--- config.mk ---
export PLATFORM = sky130hd
export DESIGN_NAME = msk_rnd_source_flat
export DESIGN_NICKNAME = d
export VERILOG_FILES = /design/src/rtl/msk_rnd_source_if.sv /design/src/rtl/msk_rnd_source.sv /design/src/flat_wrapper.sv
export SDC_FILE = /design/constraint.sdc
export NUM_CORES = 1
export LEC_CHECK = 0
export BUFFER_PORTS_ARGS = -buffer_cell sky130_fd_sc_hd__buf_4
export CORE_ASPECT_RATIO = 1.5
export CORE_MARGIN = 2
export CORE_UTILIZATION = 40
export DETAILED_ROUTE_END_ITERATION = 8
export PLACE_DENSITY = 0.72
export SLEW_MARGIN = 30
export SYNTH_ARGS = -nofsm -noshare
export SYNTH_HDL_FRONTEND = slang
export SYNTH_SLANG_ARGS = --single-unit
--- constraint.sdc ---
create_clock -name clk -period 2.7 [get_ports clk]
set_input_delay 0.405 -clock clk [delete_from_list [all_inputs] [get_ports clk]]
set_output_delay 0.405 -clock clk [all_outputs]
set_load 0.02 [all_outputs]
--- src/rtl/msk_rnd_source_if.sv ---
// Handshake bundle between msk_rnd_source and its seed provider / randomness consumer.
//
// Handshake semantics (both channels): a transfer happens at a rising clk edge
// where valid and ready are both 1. The sender holds its payload stable while
// valid=1 and ready=0. Neither valid nor payload may depend combinationally on
// the matching ready.
interface msk_rnd_source_if #(
    parameter int NRND = 8
);
    logic [63:0]     seed;
    logic            seed_valid;
    logic            seed_ready;
    logic [NRND-1:0] rnd_out;
    logic            rnd_valid;
    logic            rnd_ready;
    logic            reseed_req;

    // The randomness source side.
    modport master (
        input  seed, seed_valid, rnd_ready,
        output seed_ready, rnd_out, rnd_valid, reseed_req
    );

    // The seed provider / consumer side.
    modport slave (
        output seed, seed_valid, rnd_ready,
        input  seed_ready, rnd_out, rnd_valid, reseed_req
    );
endinterface

--- src/rtl/msk_rnd_source.sv ---
// Fresh-randomness source for masked gadgets: externally seeded 64-bit
// Fibonacci LFSR, warmed up after each seed, stepped only when a word is
// consumed, with a per-seed word budget that requests a reseed when spent.
module msk_rnd_source #(
    parameter int NRND          = 8,
    parameter int WARMUP        = 4,
    parameter int RESEED_PERIOD = 1024
) (
    input  logic                    clk,
    input  logic                    rst,
    msk_rnd_source_if.master        bus,
    output logic [1:0]              dbg_state
);

    localparam int CW        = (RESEED_PERIOD > 0) ? $clog2(RESEED_PERIOD + 1) : 1;
    localparam int WW        = (WARMUP > 1) ? $clog2(WARMUP) : 1;
    localparam int WARM_INIT = (WARMUP > 0) ? WARMUP - 1 : 0;

    typedef enum logic [1:0] {
        ST_UNSEEDED = 2'd0,
        ST_WARMUP   = 2'd1,
        ST_RUN      = 2'd2
    } state_t;

    state_t          state_q, state_d;
    logic [63:0]     lfsr_q, lfsr_d;
    logic [CW-1:0]   cnt_q, cnt_d;
    logic [WW-1:0]   warm_q, warm_d;

    logic [63:0]     lfsr_adv;
    logic [63:0]     walk;
    logic            fb;
    logic [NRND-1:0] word;
    logic [63:0]     seed_load;
    logic            budget_ok;
    logic            rnd_valid_int;
    logic            hs;

    // Pending word: NRND feedback bits from the current state, plus the state after those steps.
    always_comb begin
        walk = lfsr_q;
        fb   = 1'b0;
        word = '0;
        for (int i = 0; i < NRND; i++) begin
            fb      = walk[63] ^ walk[62] ^ walk[60] ^ walk[59];
            word[i] = fb;
            walk    = {walk[62:0], fb};
        end
        lfsr_adv = walk;
    end

    // Output flags derive from registers only; the all-zero seed would lock the LFSR up.
    always_comb begin
        seed_load     = (bus.seed == 64'd0) ? 64'd1 : bus.seed;
        budget_ok     = (RESEED_PERIOD == 0) || (cnt_q < CW'(RESEED_PERIOD));
        rnd_valid_int = (state_q == ST_RUN) && budget_ok;
        hs            = rnd_valid_int && bus.rnd_ready;
    end

    // Next-state logic: a seed accept overrides any step, including a same-cycle handshake.
    always_comb begin
        state_d = state_q;
        lfsr_d  = lfsr_q;
        cnt_d   = cnt_q;
        warm_d  = warm_q;
        if (bus.seed_valid) begin
            lfsr_d  = seed_load;
            cnt_d   = '0;
            warm_d  = WW'(WARM_INIT);
            state_d = (WARMUP == 0) ? ST_RUN : ST_WARMUP;
        end else begin
            case (state_q)
                ST_WARMUP: begin
                    lfsr_d = lfsr_adv;
                    if (warm_q == '0) begin
                        state_d = ST_RUN;
                    end else begin
                        warm_d = warm_q - WW'(1);
                    end
                end
                ST_RUN: begin
                    if (hs) begin
                        lfsr_d = lfsr_adv;
                        if (RESEED_PERIOD != 0) begin
                            cnt_d = cnt_q + CW'(1);
                        end
                    end
                end
                default: begin
                    state_d = ST_UNSEEDED;
                end
            endcase
        end
    end

    // State registers; reset clears everything so rnd_out reads zero immediately.
    always_ff @(posedge clk or posedge rst) begin
        if (rst) begin
            state_q <= ST_UNSEEDED;
            lfsr_q  <= 64'd0;
            cnt_q   <= '0;
            warm_q  <= '0;
        end else begin
            state_q <= state_d;
            lfsr_q  <= lfsr_d;
            cnt_q   <= cnt_d;
            warm_q  <= warm_d;
        end
    end

    // Outputs: seeds are always welcome; reseed is requested when unseeded or out of budget.
    always_comb begin
        bus.seed_ready = 1'b1;
        bus.rnd_out    = word;
        bus.rnd_valid  = rnd_valid_int;
        bus.reseed_req = (state_q == ST_UNSEEDED) || ((state_q == ST_RUN) && !budget_ok);
        dbg_state      = state_q;
    end

endmodule

--- src/flat_wrapper.sv ---
// flat-port wrapper written by rule: the top's interface ports become plain ports
module msk_rnd_source_flat 
#(
    parameter int NRND          = 8,
    parameter int WARMUP        = 4,
    parameter int RESEED_PERIOD = 1024
)
  (clk, rst, dbg_state, bus_seed, bus_seed_valid, bus_rnd_ready, bus_seed_ready, bus_rnd_out, bus_rnd_valid, bus_reseed_req);
  msk_rnd_source_if #(.NRND(NRND)) bus_i ();
  input  logic clk;
  input  logic rst;
  output logic [1:0] dbg_state;
  input wire logic [$bits(bus_i.seed)-1:0] bus_seed;
  input wire logic [$bits(bus_i.seed_valid)-1:0] bus_seed_valid;
  input wire logic [$bits(bus_i.rnd_ready)-1:0] bus_rnd_ready;
  output wire logic [$bits(bus_i.seed_ready)-1:0] bus_seed_ready;
  output wire logic [$bits(bus_i.rnd_out)-1:0] bus_rnd_out;
  output wire logic [$bits(bus_i.rnd_valid)-1:0] bus_rnd_valid;
  output wire logic [$bits(bus_i.reseed_req)-1:0] bus_reseed_req;
  assign bus_i.seed = bus_seed;
  assign bus_i.seed_valid = bus_seed_valid;
  assign bus_i.rnd_ready = bus_rnd_ready;
  assign bus_seed_ready = bus_i.seed_ready;
  assign bus_rnd_out = bus_i.rnd_out;
  assign bus_rnd_valid = bus_i.rnd_valid;
  assign bus_reseed_req = bus_i.reseed_req;
  msk_rnd_source #(.NRND(NRND), .WARMUP(WARMUP), .RESEED_PERIOD(RESEED_PERIOD)) u_core (.clk(clk), .rst(rst), .bus(bus_i), .dbg_state(dbg_state));
endmodule
==> results.txt <==
The flow ran to the end, and the final reports show no timing, DRC or antenna violations. The worst setup path is of the register to output pin kind. Fraction of registers with async set/reset: 1.00. The root buffer cell is clkbuf_16. After the first detailed-routing iteration, the DRC count stood at 215. In this run, synthesis inferred 0 flip-flops with an integrated enable.

Measured along the x axis, the die boundary spans 85.5 um. The first global-routing pass estimated 16400 um of wire. The critical path data required time is 2300 ps. The number of nets in the synthesized netlist is 470. The sequential cells in the finished layout cover a total of 1980 sq um.

The chip height was 126 um; the initial antenna violation count was 0. Along the worst path, the maximum fanout reaches 3. The via density per instance is 5.25. The full die area was 10800 sq um. The total overflow left after global routing is 0. The synthesized design contains 79 register bits. The cell count after synthesis is 400, and the static leakage is 2.20 nW. Counting every sink on the clock net gives 79. The mean post-synth cell area works out to 9.97 sq um.

Area of the multi-input gates: 1870 sq um. The transition time at the pin with the least slew margin is 625 ps. Buffers added to address setup during post-CTS repair amount to 0. At the end of the flow, the number of nets in the layout was 540. For this run, the number of standard cells in the final layout without fillers is 590.

The clock transition at the registers of the reported paths works out to 60 ps. STA classifies the critical path startpoint as a register. Timing would allow up to 508 MHz. Timing analysis after detailed placement gives a worst setup slack of 562 ps. The share of the cycle needed by the critical path after routing is 0.729, and the sum of net half-perimeters after detailed placement is 7780 um.

For this design the ratio of total power to cell area is 973 nW/um^2. The routability-driven placement congestion ratio was 0.819; the worst slew margin relative to its limit was 0.583. Max-cap violations in this run came to 0. Hold timing on the final database bottoms out at a slack of 151 ps.

Entering global routing, the biggest net connects 90 pins. The proportion of layout cells with a drive suffix above 1 is 0.221. The run gives 3259 as the number of global-route vias before repair.

The number of inserted diodes came out at 0. In this run the core area contains 44 standard-cell rows. The run gives 574 as the total instance count after detailed placement. The logs give 0 for the count of yosys warnings during synthesis and 4 for the number of search-and-repair iterations in the first detailed-routing pass. Data arrives at the worst endpoint at 1560 ps. Clock tree synthesis inserted a total of 9 buffers.

Summing internal, switching and leakage power gives 4.83 mW. In the final routed layout, each cell accounts on average for 17.5 um. The depth of the CTS H-tree is 3, and the highest ir drop seen on vdd is 0.538 mV. The buffer levels on the longest clock path was 2. For the cts-stage hold buffer count, the log shows 0. The count of buffers inserted at the top-level ports is 79, and the final wirelength is 10300 um. The global-route usage over all layers was 0.199; the number of DRC violations after detailed routing was 0. The run gives 0 as the remaining antenna violation count.

Post-CTS repair changed the size of 0 cells. The worst setup path is captured at an output pin. Counting cells, the worst reg-to-reg path comes to 6. Class of the tightest hold or removal check: primary input to asynchronous set/reset pin.

Among all flip-flop cells after synthesis, the most frequent one is dfrtp_1. The effective utilization at floorplan came out at 0.412. TritonCTS built the clock tree.

The tools report the count of endpoints failing setup in the final report as 0. Setup repair after global routing left no endpoint under its margin. The worst-case setup margin in the final layout was 732 ps; the synthesized cell area was 3990 sq um. Compared with the post-synthesis result, the final layout area differs by 24.6%. After routing, the total negative slack on setup checks comes to 0 ps. The tools report the unique cell type count in the Yosys netlist as 33. After filler insertion, the fill cell instance count of the layout stands at 897. The tools report the sequential fraction of the synthesis area as 0.496. Number of failing hold endpoints at the final stage: 0.

The final critical path time including I/O delays and setup was 1970 ps; the total count of max-transition violations in the final report was 0. The overall via count from detail_route is 3098, and the clock latency on the worst-skew pair is 340 ps. The total area inside the core boundary comes to 9690 sq um. 81 I/O pins were placed.

The tools report the final worst clock skew as 4.93 ps.
==> path summary, 6_finish.rpt <==
check                                     from  slack (ps)           endpoint
min in group clk                  bus_seed[25]         360  u_core.lfsr_q[25]
max reg2reg                u_core.dbg_state[1]         960   u_core.lfsr_q[0]
max                          u_core.lfsr_q[56]         730     bus_rnd_out[6]
max in group asynchronous                  rst        1740  u_core.lfsr_q[29]
min reg2reg                  u_core.lfsr_q[28]         490  u_core.lfsr_q[28]
min                                        rst         150   u_core.lfsr_q[4]
==> cell usage after synthesis (7+ instances only) <==
cell type | instances | share of area
xor2_1 | 8 | 0.018
mux2i_1 | 63 | 0.16
inv_1 | 7 | 0.0066
buf_1 | 7 | 0.0066
xnor2_1 | 21 | 0.046
dfrtp_1 | 79 | 0.50
nor4_1 | 17 | 0.027
o21ai_1 | 23 | 0.029
o21ai_0 | 40 | 0.050
nor2_1 | 13 | 0.012
nand4_1 | 7 | 0.011
clkbuf_1 | 10 | 0.0094
nand2_1 | 69 | 0.065
==> layout make-up <==
cell class,count,area share
repair buffers,85,0.133
clock buffers,10,0.0461
inverters,7,0.00529
flip-flops and latches,79,0.398
well taps,115,0.0290
clock inverters,6,0.0123
multi-input cells,288,0.376
==> metal layers <==
metal  part of all wire  track usage  wire [um]  vias to the layer above
met5                  0            0          0                        -
met1               0.40        0.237       4150                     1484
li1                   -            -          -                     1526
met4              0.020       0.0747        204                        0
met2               0.53        0.346       5520                       76
met3              0.043       0.0452        448                       12
==> state kept, by name, summed over array words and instances (netlist names) <==
name / cells
u_core.cnt_q: 11
u_core.lfsr_q: 64
u_core.dbg_state: 2
u_core.warm_q: 2
==> logic make-up (layout without fill, tap and decap cells) <==
| logic type | after synthesis | count (layout) | synth area share |
|---|---|---|---|
| and+or+nand+nor | 124 | 124 | 0.149 |
| adders and majority gates | 2 | 2 | 0.00627 |
| xor gates and xnor gates | 29 | 29 | 0.0637 |
| other | 1 | 1 | 0.000940 |
| DFF | 79 | 79 | 0.496 |
| muxes | 63 | 63 | 0.158 |
| buffers and inverters | 33 | 108 | 0.0358 |
| AOI/OAI and AO/OA | 69 | 69 | 0.0904 |
==> critical path, stage by stage (launching register included) <==
cell     delay, ps
dfrtp_1        420
xnor2_1        360
xnor2_1        240
buf_4          210
==> power by group <==
part	switching, mW	internal, mW	total, mW
Combinational	0.977	0.766	1.74
Clock	0.480	0.712	1.19
Sequential	0.309	1.59	1.90
==> per-stage QoR <==
step / utilization / cell area, sq um
after floorplan: - / 3990
after global placement: 0.483 / 4680
after detailed placement: 0.483 / 4680
after CTS: 0.513 / 4970
after global routing: 0.513 / 4970
final: 0.513 / 4970
==> cell usage in the layout, fill, tap and decap left out <==
master / Yosys / layout
buf_4: 3 / 83
dfrtp_1: 79 / 79
nand2_1: 69 / 69
mux2i_1: 63 / 63
o21ai_0: 40 / 40
o21ai_1: 23 / 23
xnor2_1: 21 / 21
nor4_1: 17 / 17
nor2_1: 13 / 13
clkbuf_16: 0 / 9
xor2_1: 8 / 8
nand4_1: 7 / 7
inv_1: 7 / 6
nor3_1: 4 / 4
a21oi_1: 3 / 3
clkinv_2: 0 / 3
nor2b_1: 2 / 2
nand2b_1: 2 / 2
nand3_1: 2 / 2
ha_1: 2 / 2
buf_12: 0 / 2
nor4bb_1: 1 / 1
nor3_4: 1 / 1
nand4bb_1: 1 / 1
inv_2: 0 / 1
or2_2: 1 / 1
and4_1: 1 / 1
a31oi_1: 1 / 1
nor4b_1: 1 / 1
a211o_1: 1 / 1
nor4_2: 1 / 1
or4_1: 1 / 1
a311oi_2: 1 / 1
conb_1: 1 / 1
clkinv_4: 0 / 1
bufinv_16: 0 / 1
clkinvlp_4: 0 / 1
clkbuf_1: 10 / 1
No activity file was read; power rests on OpenSTA's default activity.
